### src/rtl/prbs_block_ctrl.sv
// Block sequencer for the 15-bit PRBS randomizer (1+x^14+x^15): seeds the LFSR once per
// FEC block, advances it once per accepted bit, and frames the block with first/last markers.
module prbs_block_ctrl #(
  parameter int LEN_W = 11
) (
  input  logic             clk,
  input  logic             reset_N,
  input  logic             start,
  input  logic             abort,
  input  logic [LEN_W-1:0] cfg_len,
  input  logic             in_valid,
  output logic             in_ready,
  input  logic             out_ready,
  output logic             out_valid,
  output logic             out_first,
  output logic             out_last,
  output logic             prbs_load,
  output logic             prbs_en,
  output logic             busy,
  output logic             done,
  output logic             err
);

  // state  | meaning
  // IDLE   | waiting for a start with a non-zero length
  // LOAD   | one cycle of seed load into the randomizer
  // RUN    | pass bits through, advance LFSR once per transfer
  // DONE   | one-cycle done pulse, then back to IDLE
  typedef enum logic [1:0] {
    S_IDLE = 2'd0,
    S_LOAD = 2'd1,
    S_RUN  = 2'd2,
    S_DONE = 2'd3
  } state_t;

  state_t           state, state_nxt;
  logic [LEN_W-1:0] count, count_nxt;
  logic [LEN_W-1:0] len, len_nxt;
  logic [LEN_W-1:0] len_m1;
  logic             err_q, err_nxt;
  logic             xfer;
  logic             at_last;

  assign len_m1  = len - {{(LEN_W-1){1'b0}}, 1'b1};
  assign at_last = (count == len_m1);

  always_ff @(posedge clk or negedge reset_N) begin
    if (!reset_N) begin
      state <= S_IDLE;
      count <= '0;
      len   <= '0;
      err_q <= 1'b0;
    end else begin
      state <= state_nxt;
      count <= count_nxt;
      len   <= len_nxt;
      err_q <= err_nxt;
    end
  end

  always_comb begin
    state_nxt = state;
    count_nxt = count;
    len_nxt   = len;
    err_nxt   = 1'b0;
    xfer      = 1'b0;
    in_ready  = 1'b0;
    out_valid = 1'b0;
    out_first = 1'b0;
    out_last  = 1'b0;
    prbs_load = 1'b0;
    prbs_en   = 1'b0;
    done      = 1'b0;

    // abort outranks everything, including an illegal start that would otherwise flag err
    if (abort) begin
      state_nxt = S_IDLE;
      count_nxt = '0;
    end else begin
      case (state)
        S_IDLE: begin
          if (start) begin
            if (cfg_len != '0) begin
              len_nxt   = cfg_len;
              state_nxt = S_LOAD;
            end else begin
              err_nxt = 1'b1;
            end
          end
        end

        S_LOAD: begin
          prbs_load = 1'b1;
          state_nxt = S_RUN;
          err_nxt   = start;
        end

        S_RUN: begin
          in_ready  = out_ready;
          out_valid = in_valid;
          xfer      = in_valid && out_ready;
          prbs_en   = xfer;
          out_first = in_valid && (count == '0);
          out_last  = in_valid && at_last;
          err_nxt   = start;
          if (xfer) begin
            if (at_last) begin
              count_nxt = '0;
              state_nxt = S_DONE;
            end else begin
              count_nxt = count + 1'b1;
            end
          end
        end

        S_DONE: begin
          done      = 1'b1;
          state_nxt = S_IDLE;
          err_nxt   = start;
        end

        default: begin
          state_nxt = S_IDLE;
          count_nxt = '0;
        end
      endcase
    end
  end

  assign busy = (state == S_LOAD) || (state == S_RUN);
  assign err  = err_q;

endmodule

### config.mk
export PLATFORM = sky130hd
export DESIGN_NAME = prbs_block_ctrl
export DESIGN_NICKNAME = d
export VERILOG_FILES = /design/src/rtl/prbs_block_ctrl.sv
export SDC_FILE = /design/constraint.sdc
export NUM_CORES = 1
export LEC_CHECK = 0
export CAP_MARGIN = 20
export CELL_PAD_IN_SITES_DETAIL_PLACEMENT = 1
export CELL_PAD_IN_SITES_GLOBAL_PLACEMENT = 2
export CORE_UTILIZATION = 35
export CTS_CLUSTER_DIAMETER = 150
export CTS_CLUSTER_SIZE = 40
export DETAILED_ROUTE_END_ITERATION = 12
export GPL_ROUTABILITY_DRIVEN = 0
export PLACE_DENSITY = 0.81
export REMOVE_ABC_BUFFERS = 1
export SYNTH_ARGS = -nofsm -noshare
export SYNTH_HDL_FRONTEND = slang
export SYNTH_SLANG_ARGS = --single-unit
### constraint.sdc
create_clock -name clk -period 4.9 [get_ports clk]
set_input_delay 1.47 -clock clk [delete_from_list [all_inputs] [get_ports clk]]
set_output_delay 1.47 -clock clk [all_outputs]
set_load 0.01 [all_outputs]
# [After elaboration in Yosys (flattened, before gate mapping)]
# Cells that the tools add are included.
[classes] bitwise_logic=1 muxes=28 n_eq_ne=8 n_addsub=2 n_reduce_logical=13
[ops] cell="$mux W11" count=4
[ops] cell="$mux W1" count=17
[ops] cell="$ne A3 B3 Y1 const B" count=4
[ops] cell="$add A11 B1 Y11 const B" count=1
[ops] cell="$eq A11 B11 Y1" count=1
[ops] cell="$logic_not A11 Y1" count=1
[ops] cell="$reduce_bool A11 Y1" count=1
[ops] cell="$sub A11 B1 Y11 const B" count=1
[ops] cell="$mux W2" count=5
[ops] cell="$pmux W2 S4" count=1
[ops] cell="$reduce_and A4 Y1" count=2
[ops] cell="$eq A2 B2 Y1 const B" count=2
[ops] cell="$reduce_bool A2 Y1" count=2
[ops] cell="$logic_and A1 B1 Y1" count=3
[ops] cell="$reduce_or A3 Y1" count=1
[ops] cell="$eq A2 B1 Y1 const B" count=1
[ops] cell="$logic_not A2 Y1" count=1
[ops] cell="$pmux W1 S2" count=1
[ops] cell="$reduce_and A2 Y1" count=1
[ops] cell="$logic_or A1 B1 Y1" count=1
[ops] cell="$not A1 Y1" count=1
[totals] input_bits=17 register_bits=25 elab_cells=56

# [Longest topological paths before layout]
# Gate-level depths: netlist of run 1.
[logic_depth] word_depth=6 depth_mapped=10 mapped_depth_nobuf=9

# [Worst setup path after synthesis of run 1]
# OpenSTA, ideal clock, no wires.
[synth_timing] path_type="input-to-output" start="input port abort" end="output port out_last" path_slack_ps=1234 path_stages=5 t_arrival_ps=2196 cell_sequence="clkbuf_1 nor2b_1 nand2_1 inv_1 and4_1"
[synth_between] elab_chain_len=1
[synth_lines] element="start: declaration" line_no="9" text="input logic abort,"
[synth_lines] element="$mux W1" line_no="76" text="if (abort) begin"
[synth_lines] element="end: declaration" line_no="16" text="output logic out_last,"
# No other way between the ends.

# [Final worst setup path of run 1]
[layout_timing] start="input port abort" end="output port out_first"
[layout_between] elab_chain_len=1
[layout_lines] element="$mux W1" line_no="76"
[layout_lines] element="end: declaration" line_no="15" text="output logic out_first,"
# No other way between the ends.

==> results.md, run 1 <==
* Status: finished clean
* Hold_buf cts at 0
* Via count at between 1.5k and 2k
* Post-synth EDFFs at 0
* CP Data Required Time at roughly 3.4 ns
* Most frequent cells in the layout: dfrtp_1, clkdlybuf4s50_1, nand2_1, inv_1, nand3_1
* Area growth syn-to-layout at 22.2%
* N_diodes at 0
* Reg2Reg Depth at 9
* Drt pass-1 iters at 4
* Grt ovf at 0
* Unrepaired setup endpoints after global routing: false
* Buffers on Ports at 25
* Vias/cell at around 5.5
* Number of distinct library cells after synthesis at 49
* Power per cell area at between 400 and 500 mW/mm²
* Die W at between 70 and 80 µm
* Ys Warns at 0
* Clk buf depth at 2
* Asr flop ratio synth at 1.00
* Hold Vio Cnt, Final at 0
* Die area at ~0.0052 mm²
* Clock skew at 0.00111 ns
* Post-CTS Setup Repair Bufs at 0
* ANT nets after route at 0
* Post-cts gate resize count at 0
* Reg2Reg Capture Point: count[10]
* Initial antenna violation count at 0
* Clk root buf: clkbuf_8
* Pre-CTS setup slack at ~0.43 ns
* CTS H-tree lvls at 1
* Multi-input logic area at ~0.0010 mm²
* # rows at 25
* Maximum fanout along the worst path at 3
* Crit. End Element: output pin
* Setup TNS at 0 ns
* Cts bufs inserted at 3
* Largest net degree at the start of global routing at 15
* Layout Nets at ~240
* Mean Syn Cell Area at about 9.1 µm²
* Gr usage total at 0.196
* Endpoint with the worst hold slack: len[10]
* Leak at 0.855 nW
* CP arrival at about 3.0 ns
* Cells after synthesis at ~190
* 1st-iter DRT viols at 43
* Crit path time final at roughly 4.4 ns
* Setup ws final at roughly 0.47 ns
* Share of cells above drive strength 1 at 0.116
* Max-cap violations at 0
* CTS sink cnt at 25
* Final period utilization at 0.904
* Fill cells at 565
* First-pass GRT wire length at between 8000 and 9000 µm
* Max_slew headroom at 0.510
* Register area at about 630 µm²
* VDD IR max at between 150 and 200 µV
* Slack of the worst reg-to-reg path at around 2.1 ns
* Dpl hpwl at 3700 µm
* Worst Hold Depth at 1
* Peak Freq at 226 MHz
* # DRC at 0
* Chip Height at a little over 70 µm
* Vias in the first global route at about 1.6k
* Worst Max-Slew Pin Slew at ~0.73 ns
* Worst-path clk slew at about 0.09 ns
* Worst Hold Class: reg2reg
* Post-synth top flop: dfrtp_1
* Avg WL per Cell at about 17 µm
* Routed WL at between 4000 and 5000 µm
* Hold_sp: len[10]
* Kind of critical path: in2out
* I/O Pins at 26
* Initial Utilization at 0.365
* Final slew viol count at 0
* TritonCTS clock tree: built
* Netlist Area Pre-Place at roughly 0.0017 mm²
* CP Launch Type: input pin
* Reg2reg start: len[0]
* Skew-Pair Late Insertion Delay at ~0.27 ns
* Core box area at between 0.004 and 0.005 mm²
* Seq/Total Area, Yosys at 0.363
* Setup-failing EPs final at 0
* FF+latch count, synth at 25
[sequential cells by signal (all words and copies together) (netlist names)]
register and flops:
err 1, count 11, state 2, len 11
[cell usage after synthesis, types with 2 or more instances]
cell type,number,area (µm²)
dfrtp_1,25,626
nand2_1,12,45.0
inv_1,11,41.3
nand3_1,11,55.1
a21oi_1,9,45.0
mux2_2,9,101
ha_1,8,100
nor3_1,8,40.0
nor2_1,7,26.3
nor4_1,7,43.8
xor2_1,7,61.3
clkbuf_1,6,22.5
o21ai_0,6,30.0
xnor2_1,6,52.6
nor2b_1,5,31.3
nand2b_1,4,25.0
a21o_1,3,22.5
nand3b_1,3,22.5
o21ai_1,3,15.0
or4_1,3,22.5
a21boi_0,2,15.0
a22o_1,2,17.5
a31oi_1,2,12.5
and3_1,2,12.5
and4_1,2,17.5
nor3b_1,2,15.0
o31ai_1,2,15.0
[critical path, cell delays in order]
cell and delay, ns:
clkdlybuf4s50_1 0.42, nor2b_1 0.18, nand2_1 0.10, nor3_1 0.21
clkdlybuf4s50_1 0.57
[worst max path at each step]
stage,from,end,slack [ns]
6_report,abort,out_first,0.47
4_1_cts,abort,out_first,0.41
3_5_place_dp,abort,out_first,0.43
5_1_grt,abort,out_first,0.32
3_3_place_gp,abort,out_last,0.54
2_1_floorplan,abort,out_last,1.42
[area by class of cell]
class / count / area share
Tap cell: 67 / 0.0398
Sequential cell: 25 / 0.297
Inverter: 11 / 0.0196
Timing Repair Buffer: 29 / 0.137
Clock buffer: 4 / 0.0214
Multi-Input combinational cell: 146 / 0.486
[per-layer routing]
layer | up-vias | global-route usage | share of wire
li1 | 740 | - | -
met1 | 778 | 0.262 | 0.46
met2 | 20 | 0.332 | 0.51
met3 | 2 | 0.0375 | 0.025
met4 | 0 | 0.0392 | 0.0042
met5 | - | 0 | 0
[logic make-up (layout without fill, tap and decap cells)]
kind of cell / after synthesis / after routing / synth area share
simple gates: 77 / 77 / 0.255
compound gates: 39 / 39 / 0.156
flops: 25 / 25 / 0.363
buf+inv: 18 / 44 / 0.0435
xor+xnor: 13 / 13 / 0.0660
mux: 9 / 9 / 0.0588
fa+ha+maj: 8 / 8 / 0.0581
[report_power, final]
part           internal [mW]  switching (mW)  total, mW
clock                 0.0583          0.0700      0.128
combinational          0.202           0.199      0.400
sequential             0.268           0.101      0.369
total                  0.528           0.370      0.898
[per-stage QoR]
stage | instance area, µm² | power, mW | utilization | std cells | hold WS (ns)
global placement | 2050 | 0.744 | 0.433 | 277 | 0.539
global route | 2110 | 0.969 | 0.446 | 282 | 0.577
floorplan | 1690 | 0.624 | - | 182 | 0.502
CTS | 2110 | 0.906 | 0.446 | 282 | 0.563
finish | 2110 | 0.898 | 0.446 | 282 | 0.558
detailed placement | 2060 | 0.775 | 0.437 | 278 | 0.542
Note: power is estimated with default switching activity, not from simulation.
==> inputs of run 2 (changes only) <==
Settings changed: CORE_MARGIN set to 2, RECOVER_POWER set to 25.
==> run 2 against run 1 <==
Effect of this change: sequential share of layout area increased by 0.14 points; register-to-register slack about the same; flip-flop and latch count unchanged; via count increased by 0.71%; worst setup slack got worse by 0.0061 ns; maximum frequency decreased by 0.14%; global-route usage decreased by 0.95 points; highest routed layer unchanged; core utilization decreased by 0.21 points; clock power increased by 3%; power increased by 0.27%.
==> results.md, run 2 (synthesis gave the netlist of run 1 again) <==
* N_diodes at 0 (unchanged)
* Internal at 0.525 mW (-0.48%)
* Power per cell area at 429 mW/mm² (+0.75%)
* Comb pwr share at 0.443 (-0.003)
* Post-cts gate resize count at 0 (unchanged)
* Avg WL per Cell at 17.0 µm (+1.4%)
* TritonCTS clock tree: built
* First-pass GRT wire length at 7760 µm (-3.1%)
* Clk root buf: clkbuf_8
* Crit path time final at 4.44 ns (+0.00608 ns)
* CP arrival at 2.97 ns (about the same)
* Layout Nets at 241 (unchanged)
* Sw Pwr at 0.375 mW (+1.3%)
* CP Data Required Time at 3.43 ns (about the same)
* CP Launch Type: input pin
* Worst Max-Slew Pin Slew at 1.03 ns (+0.295 ns)
* Vias/cell at 5.50 (+0.71%)
* # rows at 25 (unchanged)
* Vias in the first global route at 1636 (+2.4%)
* Initial antenna violation count at 0 (unchanged)
* Reg2Reg Capture Point: count[10]
* Via count at 1551 (+0.71%)
* Setup-failing EPs final at 0 (unchanged)
* CTS sink cnt at 25 (unchanged)
* Buffers on Ports at 25 (unchanged)
* Core box area at 0.00472 mm² (unchanged)
* Worst Hold Class: reg2reg
* Setup TNS at 0 ns (unchanged)
* Kind of critical path: in2out
* Worst Hold Depth at 1 (unchanged)
* Initial Utilization at 0.365 (unchanged)
* Gr usage total at 0.187 (-0.00948)
* Hold_sp: len[10]
* Maximum fanout along the worst path at 3 (unchanged)
* Leak at 0.852 nW (-0.38%)
* 1st-iter DRT viols at 31 (-28%)
* Max_slew headroom at 0.316 (-0.194)
* Register area at 626 µm² (unchanged)
* ANT nets after route at 0 (unchanged)
* I/O Pins at 26 (unchanged)
* Post-CTS Setup Repair Bufs at 0 (unchanged)
* Endpoint with the worst hold slack: len[10]
* Max-cap violations at 0 (unchanged)
* Commonest non-fill, non-tap cell in the layout: dfrtp_1
* Die area at 0.00550 mm² (+5.6%)
* Clk buf depth at 2 (unchanged)
* Peak Freq at 225 MHz (-0.14%)
* Grt ovf at 0 (unchanged)
* Share of cells above drive strength 1 at 0.116 (unchanged)
* Unrepaired setup endpoints after global routing: false
* Sw Ratio at 0.416 (+0.00438)
* Clock power share at 0.147 (+0.004)
* Chip Height at 74.2 µm (+2.8%)
* Hold_buf cts at 0 (unchanged)
* Cts bufs inserted at 3 (unchanged)
* Status: finished clean
* Power consumption at 0.900 mW (+0.27%)
* Area growth syn-to-layout at 21.6%
* Drt pass-1 iters at 5 (+1)
* CP startpoint: abort
* Final slew viol count at 0 (unchanged)
* Dpl hpwl at 3710 µm (+0.45%)
* Reg2Reg Depth at 9 (unchanged)
* Reg2reg start: len[0]
* Most frequent cells in the layout: dfrtp_1, clkdlybuf4s50_1, nand2_1, inv_1, nand3_1
* Worst-path clk slew at 0.10 ns (about the same)
* Fill cells at 560 (-0.88%)
* Die W at 74.2 µm (+2.8%)
* Reg power frac at 0.410 (about the same)
* CTS H-tree lvls at 1 (unchanged)
* # DRC at 0 (unchanged)
* Hold Vio Cnt, Final at 0 (unchanged)
* Largest registers: count: 11 flops, len: 11 flops, state: 2 flops
* Slack of the worst reg-to-reg path at 2.11 ns (about the same)
* Largest net degree at the start of global routing at 25 (+10)
* Crit. End Element: output pin
* Skew-Pair Late Insertion Delay at 0.28 ns (about the same)
* Final period utilization at 0.906 (+0.00124)
* Multi-input logic area at 0.00102 mm² (unchanged)
* Routed WL at 4780 µm (+1.4%)
* VDD IR max at 173 µV (+2.4%)
* Clock skew at 0.00990 ns (+0.00878 ns)
run 2: cell type report:
class	instances	share of cell area
timing repair buffer	29	0.132
sequential	25	0.298
clock buffer	3	0.0197
tap	67	0.0400
multi-input combinational	146	0.488
clock inverter	1	0.00239
inverter	11	0.0197
run 2: per-stage QoR:
stage | instance area, µm² | instances | worst slack (ns) | util | hold slack [ns]
after global placement | 2050 | 277 | 0.536 | 0.433 | 0.540
after global routing | 2100 | 282 | 0.365 | 0.444 | 0.587
after detailed placement | 2050 | 277 | 0.452 | 0.433 | 0.549
after CTS | 2090 | 281 | 0.437 | 0.443 | 0.572
final | 2100 | 282 | 0.463 | 0.444 | 0.575
after floorplan | 1690 | 182 | 1.42 | - | 0.502
run 2: worst max-delay path: stages:
cell and delay [ns]:
clkdlybuf4s50_1 0.42, nor2b_1 0.19, nand2_1 0.10, inv_1 0.08, and4_1 0.18, clkdlybuf4s50_1 0.53
run 2: routing by layer:
| layer | share of wire | track usage | up-vias |
|---|---|---|---|
| li1 | - | - | 740 |
| met3 | 0.027 | 0.0393 | 8 |
| met5 | 0 | 0 | - |
| met4 | 0.014 | 0.0525 | 0 |
| met2 | 0.52 | 0.337 | 27 |
| met1 | 0.44 | 0.223 | 776 |
run 2: power groups by stage:
stage / Combinational (mW) / Clock, mW / Sequential [mW]
finish: 0.399 / 0.132 / 0.369
global route: 0.440 / 0.147 / 0.382
CTS: 0.405 / 0.136 / 0.370
detailed placement: 0.400 / 0 / 0.373
global placement: 0.375 / 0 / 0.369
floorplan: 0.285 / 0 / 0.339
run 2: worst max-delay path by stage:
stage | end | slack, ns | depth (start not counted)
after floorplan | out_last | 1.42 | 4
after CTS | out_last | 0.44 | 6
after global routing | out_first | 0.37 | 5
after global placement | out_last | 0.54 | 6
final | out_last | 0.46 | 6
after detailed placement | out_last | 0.45 | 6
